[src/rtl/bcd_time_counter.sv]
// hh:mm:ss BCD time source for the VGA clock display, with a 1 Hz prescaler and manual set mode.
// Define H12_MODE_EN for 12-hour counting (12,01..11) with an added pm output.
module bcd_time_counter #(
    parameter int TICK_DIV = 25000000,
    parameter int PRE_W    = $clog2(TICK_DIV)
) (
    input  logic       clk,
    input  logic       rst,
    input  logic       run,
    input  logic       set_en,
    input  logic [1:0] set_sel,
    input  logic       set_inc,
    output logic [3:0] h1,
    output logic [3:0] h0,
    output logic [3:0] m1,
    output logic [3:0] m0,
    output logic [3:0] s1,
    output logic [3:0] s0,
    output logic       tick_1hz
`ifdef H12_MODE_EN
    ,
    output logic       pm
`endif
);

    localparam logic [PRE_W-1:0] PRE_MAX = PRE_W'(TICK_DIV - 1);
    localparam logic [PRE_W-1:0] PRE_ONE = PRE_W'(1);
`ifdef H12_MODE_EN
    localparam logic [7:0] HR_INIT = 8'h12;
`else
    localparam logic [7:0] HR_INIT = 8'h00;
`endif

    logic [PRE_W-1:0] pre_cnt;
    logic [7:0]       sec_q, min_q, hr_q;
    logic [7:0]       sec_d, min_d, hr_d;
    logic             wrap;
`ifdef H12_MODE_EN
    logic             pm_q, pm_d;
`endif

    // Each field is held as {tens, units} so BCD arithmetic stays per-nibble.
    function automatic logic [7:0] inc_60(input logic [7:0] v);
        if (v[3:0] != 4'd9)
            return {v[7:4], v[3:0] + 4'd1};
        if (v[7:4] == 4'd5)
            return 8'h00;
        return {v[7:4] + 4'd1, 4'd0};
    endfunction

    function automatic logic [7:0] inc_hours(input logic [7:0] v);
`ifdef H12_MODE_EN
        if (v == 8'h12)
            return 8'h01;
`else
        if (v == 8'h23)
            return 8'h00;
`endif
        if (v[3:0] == 4'd9)
            return {v[7:4] + 4'd1, 4'd0};
        return {v[7:4], v[3:0] + 4'd1};
    endfunction

    assign wrap = run && !set_en && (pre_cnt == PRE_MAX);

    always_comb begin
        sec_d = sec_q;
        min_d = min_q;
        hr_d  = hr_q;
`ifdef H12_MODE_EN
        pm_d  = pm_q;
`endif
        if (set_en) begin
            // Manual adjustment touches only the selected field; no carries.
            if (set_inc) begin
                case (set_sel)
                    2'd0: sec_d = inc_60(sec_q);
                    2'd1: min_d = inc_60(min_q);
                    2'd2: begin
                        hr_d = inc_hours(hr_q);
`ifdef H12_MODE_EN
                        pm_d = pm_q ^ (hr_q == 8'h11);
`endif
                    end
                    default: ;
                endcase
            end
        end else if (wrap) begin
            sec_d = inc_60(sec_q);
            if (sec_q == 8'h59) begin
                min_d = inc_60(min_q);
                if (min_q == 8'h59) begin
                    hr_d = inc_hours(hr_q);
`ifdef H12_MODE_EN
                    pm_d = pm_q ^ (hr_q == 8'h11);
`endif
                end
            end
        end
    end

    always_ff @(posedge clk or posedge rst) begin
        if (rst) begin
            pre_cnt  <= '0;
            tick_1hz <= 1'b0;
            sec_q    <= 8'h00;
            min_q    <= 8'h00;
            hr_q     <= HR_INIT;
`ifdef H12_MODE_EN
            pm_q     <= 1'b0;
`endif
        end else begin
            if (set_en)
                pre_cnt <= '0;
            else if (run)
                pre_cnt <= wrap ? '0 : pre_cnt + PRE_ONE;
            tick_1hz <= wrap;
            sec_q    <= sec_d;
            min_q    <= min_d;
            hr_q     <= hr_d;
`ifdef H12_MODE_EN
            pm_q     <= pm_d;
`endif
        end
    end

    assign h1 = hr_q[7:4];
    assign h0 = hr_q[3:0];
    assign m1 = min_q[7:4];
    assign m0 = min_q[3:0];
    assign s1 = sec_q[7:4];
    assign s0 = sec_q[3:0];
`ifdef H12_MODE_EN
    assign pm = pm_q;
`endif

endmodule

[config.mk]
export PLATFORM = sky130hd
export DESIGN_NAME = bcd_time_counter
export DESIGN_NICKNAME = d
export VERILOG_FILES = /design/src/rtl/bcd_time_counter.sv
export SDC_FILE = /design/constraint.sdc
export NUM_CORES = 1
export LEC_CHECK = 0
export CAP_MARGIN = 0
export CORE_MARGIN = 2
export CORE_UTILIZATION = 61
export DETAILED_ROUTE_END_ITERATION = 16
export GPL_ROUTABILITY_DRIVEN = 0
export PLACE_DENSITY = 0.95
export SYNTH_ARGS = -nofsm -noshare
export SYNTH_HDL_FRONTEND = slang
export SYNTH_SLANG_ARGS = --single-unit
[constraint.sdc]
create_clock -name clk -period 4.9 [get_ports clk]
set_clock_uncertainty 0.15 [all_clocks]
set_input_delay 0.49 -clock clk [delete_from_list [all_inputs] [get_ports clk]]
set_output_delay 0.49 -clock clk [all_outputs]
set_load 0.02 [all_outputs]
==> impl_metrics.yaml, run 1 <==
outcome:
  outcome: "finished clean"
power:
  p_leak_nw: 1.353
  design_power_total_w: 0.001208
  peakVddDrop_uv: 171.5
  pwr_density_cell_nw_per_um2: 368.1
yosys:
  synth.mux.area_fraction: 0.04037
  avgSynthCellArea_um2: 9.411
  syn-num-nets: 315
  synthTopCellsByArea: "dfrtp_1, nor2_1, nand3_1"
  sequential_area_share_after_synthesis: 0.4388
  synth-edff-count: 0
  fraction_of_registers_with_async_set_reset: 1.000
  yosys_register_bits: 50
  post_synth_instance_area_um2: 2851
  synthDominantCellAreaShare: 0.4388
  synthCells: 303
  synth_top_family_by_area: "simple AND/OR/NAND/NOR gates"
  synth-xor-area-share: 0.07065
  yosys_warnings: 0
  synth_fa_ha_area_frac: 0.02194
  post_synth_num_cell_types: 53
  synth_compound_gate_area_share: 0.1154
  yosys_most_used_dff: "dfrtp_1"
  simple_gate_fraction_of_synth_area: 0.2830
  netlist.top_cell.by_area: "dfrtp_1"
floorplanning:
  io_count: 32
  die-area_um2: 5237
  start_util: 0.6460
  floorplan.die.height_um: 72.37
  core_um2: 4414
  rows: 24
  die_w_um: 72.37
detailed_routing:
  remaining_drc_errors: 0
  drt_pre_antenna_iters: 4
  finalWirelength_um: 6297
  viasPerCell: 6.314
  wl_per_cell_um: 16.23
  iteration_0_drc_markers: 124
  ant_nets: 0
  detailroute.via_count: 2450
timing:
  tns_ps: 0
  slew_violations: 0
  setup_viol: 0
  slew_headroom: 0.3432
  worst_slew_pin_slew_ps: 983.7
  report.final.hold_viol_count: 0
  finalCriticalPeriod_ps: 2875
  max_clock_freq_ghz: 0.3478
  timing.final.crit_share: 0.5867
  grt_setup_unrepaired: "false"
cts:
  cts_setup_buffers: 0
  cts-resized-gates: 0
  worst_skew_pair.late_latency_ps: 300
  tritoncts: "built"
  clock_tree.htree_level_count: 2
  clock_sink_count: 50
  cts_hold_repair.buffers: 0
  cts_made_buffers: 5
  ctsRootBufferMaster: "clkbuf_8"
  cts_clock_pin_slew_for_the_worst_setup_and_hold_paths_ps: 90
  clockBufferDepth: 2
placement:
  port-buffer-count: 31
  detailed_placement_hpwl_um: 4630
finish:
  synthToLayoutAreaGrowth_pct: 15.09
  finalNetCount: 348
  antenna-diode-count: 0
  post_route_cells_drive_above_1_share: 0.05952
grt:
  grt_pass1_wl_um: 10790
  grt_max_degree: 51
  grt_antenna_before_repair: 0
  grt_pass1_vias: 2394
  global_route.usage.total: 0.2592
  gr-total-overflow: 0
critical_path:
  timing.critical_path.mode_cell: "nand2b_1"
  worst-path-max-fanout: 16
  critPathLaunchType: "primary input"
  timing.critical_path.required_ps: 4910
  setup.worst_path.class: "primary input to register"
  ff2ff_path_depth: 6
  max_stage_delay_ps: 600
  critical_path.slowest_cell: "clkdlybuf4s50_1"
  cp_data_arrival_time_ps: 2890
  critical_path.endpoint_type: "register"
  cp_cell_sequence: "clkdlybuf4s50_1 > nand2b_1 > nor4_1 > nand3_1 > nand2b_1 > nor2_1"
worst_hold_path:
  whs_path_depth: 1
  hold_path_class: "register to register"
run:
  max_cap_viol_count: 0
[cell type report]
cell class	instances	area, um2
multi-input cells	231	1515
flip-flops and latches	50	1251
fillers	297	1132
repair buffers	31	310.3
clock buffers	7	76.32
well taps	52	65.06
inverters	17	63.81
[critical path, delay by kind of cell]
| kind | cells | cell delay, ps |
|---|---|---|
| simple gates | 5 | 1780 |
| buf+inv | 1 | 600 |
[stage by stage]
step	instances	setup slack, ps	area [um2]	hold WS [ps]	utilization
floorplan	303	2605	2851	344.2	-
global placement	381	1863	3206	368.3	0.7262
detailed placement	381	1798	3206	376.1	0.7262
CTS	388	2093	3282	390.6	0.7435
global route	388	1815	3282	432.2	0.7435
finish	388	2025	3282	392.0	0.7435
[flip-flops by register name (all words and copies together), names as in the netlist]
name,cells
tick_1hz,1
hr_q,8
sec_q,8
min_q,8
pre_cnt,25
[per-layer routing]
layer,GRT usage,routed length [um],vias to the layer above
li1,-,-,1160
met1,0.3336,2716,1202
met2,0.4495,3181,79
met3,0.05139,323,9
met4,0.06790,75,0
met5,0,0,-
[where the power goes]
group / internal, W / switching (W) / total (W)
logic: 0.000200 / 0.000215 / 0.000415
clock network: 0.0000986 / 0.000129 / 0.000228
registers: 0.000473 / 0.0000926 / 0.000565
total: 0.000772 / 0.000437 / 0.00121
[cells by family (layout without fill, tap and decap cells)]
| family | Yosys count | after routing |
|---|---|---|
| compound gates | 50 | 50 |
| xor+xnor | 23 | 23 |
| fa+ha+maj | 5 | 5 |
| buf+inv | 22 | 55 |
| flops | 50 | 50 |
| mux | 10 | 10 |
| simple gates | 143 | 143 |
[Yosys cell counts, types with 3 or more instances]
| library cell | n |
|---|---|
| a21oi_1 | 9 |
| or2_2 | 3 |
| xnor2_1 | 11 |
| clkbuf_1 | 3 |
| nor4b_1 | 3 |
| and3_1 | 4 |
| and4b_1 | 3 |
| nor2b_1 | 3 |
| mux2_1 | 5 |
| a31oi_1 | 4 |
| nand3_1 | 22 |
| ha_1 | 5 |
| nor4bb_1 | 4 |
| nor3_1 | 9 |
| nor2_1 | 34 |
| nand2_1 | 20 |
| o31ai_1 | 3 |
| dfrtp_1 | 50 |
| and2_1 | 3 |
| o21ai_0 | 12 |
| mux2_2 | 3 |
| xor2_1 | 12 |
| nand4_1 | 12 |
| nor4_1 | 3 |
| nand2b_1 | 5 |
| o211ai_1 | 7 |
| inv_1 | 17 |
[layout by cell type (no fill, tap or decap), types with 3 or more instances in the layout]
cell	instances
nor4bb_1	4
or2_2	3
ha_1	5
a31oi_1	4
mux2_2	3
o211ai_1	7
nand2b_1	5
nand3_1	22
and2_1	3
nor2_1	34
and3_1	4
nor3_1	9
clkdlybuf4s50_1	31
dfrtp_1	50
xnor2_1	11
mux2_1	5
inv_1	16
nor2b_1	3
a21oi_1	9
xor2_1	12
nand2_1	20
nor4_1	3
nand4_1	12
and4b_1	3
nor4b_1	3
o21ai_0	12
clkbuf_8	5
o31ai_1	3
[final timing paths]
path                             start          end  slack (ps)
setup / recovery                set_en   pre_cnt[4]        2030
hold / removal             pre_cnt[22]  pre_cnt[22]         390
setup reg to reg            pre_cnt[0]   pre_cnt[4]        2260
hold reg to reg            pre_cnt[22]  pre_cnt[22]         390
max in group asynchronous          rst     min_q[3]        3420
min in group asynchronous          rst      hr_q[6]         580
No activity file was read; power rests on OpenSTA's default activity.
==> inputs of run 2 (changes only) <==
- CORE_UTILIZATION: 61 -> 56
- PLACE_DENSITY: 0.95 -> 0.88
- clock period: 4.9 -> 2.91 ns (I/O delays scaled with it)
==> run 2 against run 1 <==
Final area up 3.3%. Via count is 0.57% higher. Highest routed layer unchanged. Power up 78%. Non-clock buffer count increased by 7. Hold slack got worse by 74 ps. Routed wire length increased by 2.4%.
==> impl_metrics.yaml, run 2 (synthesis gave the netlist of run 1 again) <==
finish:
  finalNetCount: 355
  mostFrequentLayoutCells: "dfrtp_1, nor2_1, clkdlybuf4s50_1"
  number_of_flip_flops_in_the_largest_register: 25
  antenna-diode-count: 0
  post_route_cells_drive_above_1_share: 0.08455
  nFillCells: 401
  register_with_the_most_flip_flops: "pre_cnt"
  most_common_cell_after_layout_fill_and_taps_aside: "dfrtp_1"
  synthToLayoutAreaGrowth_pct: 18.87
timing:
  slew_violations: 0
  max_clock_freq_ghz: 0.3916
  worst_slew_pin_slew_ps: 868.0
  timing.final.crit_share: 0.8774
  finalCriticalPeriod_ps: 2553
  slew_headroom: 0.4186
  tns_ps: 0
  fin_hold_ws_ps: 318.3
  setup_viol: 0
  grt_setup_unrepaired: "false"
  report.final.hold_viol_count: 0
cts:
  clock_tree.htree_level_count: 2
  cts_made_buffers: 5
  cts_setup_buffers: 0
  clock_sink_count: 50
  worst_skew_pair.late_latency_ps: 300
  cts_hold_repair.buffers: 0
  ctsRootBufferMaster: "clkbuf_8"
  cts-resized-gates: 0
  clockBufferDepth: 2
  tritoncts: "built"
  cts_clock_pin_slew_for_the_worst_setup_and_hold_paths_ps: 90
critical_path:
  cp_cell_sequence: "ha_1 > nand2_1 > or4_1 > nor4_4 > or2_1 > mux2_1"
  cp_data_arrival_time_ps: 2590
  max_stage_delay_ps: 480
  setup.worst_path.class: "register to register"
  timing.critical_path.required_ps: 2940
  critical_path.slowest_cell: "or4_1"
  critPathLaunchType: "register"
  number_of_buffer_and_inverter_instances_along_the_worst_setup_path: 0
  critical_path.endpoint_type: "register"
  worst_path_dominant_cell_family: "simple AND/OR/NAND/NOR gates"
  worst-path-max-fanout: 6
grt:
  grt_max_degree: 51
  grt_pass1_vias: 2339
  grt_pass1_wl_um: 10720
  global_route.usage.total: 0.2464
  gr-total-overflow: 0
  grt_antenna_before_repair: 0
detailed_routing:
  finalWirelength_um: 6449
  detailroute.via_count: 2464
  remaining_drc_errors: 0
  wl_per_cell_um: 15.73
  ant_nets: 0
  viasPerCell: 6.010
  iteration_0_drc_markers: 176
  drt_pre_antenna_iters: 5
placement:
  detailed_placement_hpwl_um: 4569
  port-buffer-count: 31
floorplanning:
  die-area_um2: 5678
  io_count: 32
  start_util: 0.5919
  rows: 25
  core_um2: 4817
  floorplan.die.height_um: 75.36
  die_w_um: 75.36
power:
  power.share.clock: 0.229
  intPower_w: 0.001419
  p_switching_w: 0.0007296
  p_leak_nw: 1.408
  pwr_density_cell_nw_per_um2: 633.7
  seqPwrFrac: 0.443
  peakVddDrop_uv: 316.6
  share_comb_of_total_power: 0.328
  p_sw_frac: 0.3396
run:
  max_cap_viol_count: 0
worst_hold_path:
  hold_path_class: "primary input to asynchronous set/reset pin"
outcome:
  outcome: "finished clean"
-- run 2: changes by cell type in the layout (fill, tap and decap cells not counted) --
| cell | change |
|---|---|
| bufinv_16 | +1 |
| clkbuf_8 | +1 |
| buf_4 | +7 |
| clkbuf_1 | -2 |
-- run 2: worst reg2reg max path, stage by stage, from the launching register on --
cell and delay (ps):
dfrtp_1 420, ha_1 230, nand2_1 170, or4_1 490, nor4_4 410, or2_1 230
mux2_1 350
-- run 2: metal layers --
layer / share of wire / wire length (um) / global-route usage / up-vias
met2: 0.49 / 3192 / 0.4106 / 100
met3: 0.056 / 358 / 0.04497 / 19
li1: - / - / - / 1176
met1: 0.43 / 2747 / 0.3213 / 1169
met5: 0 / 0 / 0 / -
met4: 0.023 / 150 / 0.09357 / 0
-- run 2: metrics by stage --
step           setup slack [ps]    util  cell area (um2)  power (W)  std cells
2_1_floorplan             615.3       -             2851   0.001341        303
3_3_place_gp              265.6  0.6803             3277   0.001628        403
3_5_place_dp              213.0  0.6803             3277   0.001669        403
4_1_cts                   379.2  0.7036             3390   0.002158        410
5_1_grt                   143.9  0.7036             3390   0.002272        410
6_report                  356.7  0.7036             3390   0.002148        410
-- run 2: path summary, 6_finish.rpt --
| kind | startpoint | endpoint | slack (ps) | cells past startpoint |
|---|---|---|---|---|
| worst min register to register | hr_q[6] | hr_q[6] | 400 | 1 |
| worst max register to register | pre_cnt[0] | hr_q[1] | 360 | 6 |
| worst min-delay path | rst | hr_q[7] | 320 | 3 |
| min in group clk | hr_q[6] | hr_q[6] | 400 | 1 |
| max in group asynchronous | rst | pre_cnt[4] | 1870 | 3 |
| worst max-delay path | pre_cnt[0] | hr_q[1] | 360 | 6 |
-- run 2: layout make-up --
cell class                 count  area (um2)  share of cell area
clock buffer                   6       82.58             0.02436
multi-input combinational    231        1515              0.4470
tap                           67       83.83             0.02473
timing repair buffer          38       362.8              0.1071
clock inverter                 1       30.03            0.008859
inverter                      17       63.81             0.01883
sequential                    50        1251              0.3691
-- run 2: power by group through the flow --
stage          Clock (W)  Combinational [W]  Sequential, W
2_1_floorplan          0           0.000290        0.00105
3_3_place_gp           0           0.000679       0.000949
3_5_place_dp           0           0.000707       0.000962
4_1_cts         0.000501           0.000709       0.000948
5_1_grt         0.000530           0.000771       0.000972
6_report        0.000491           0.000704       0.000952
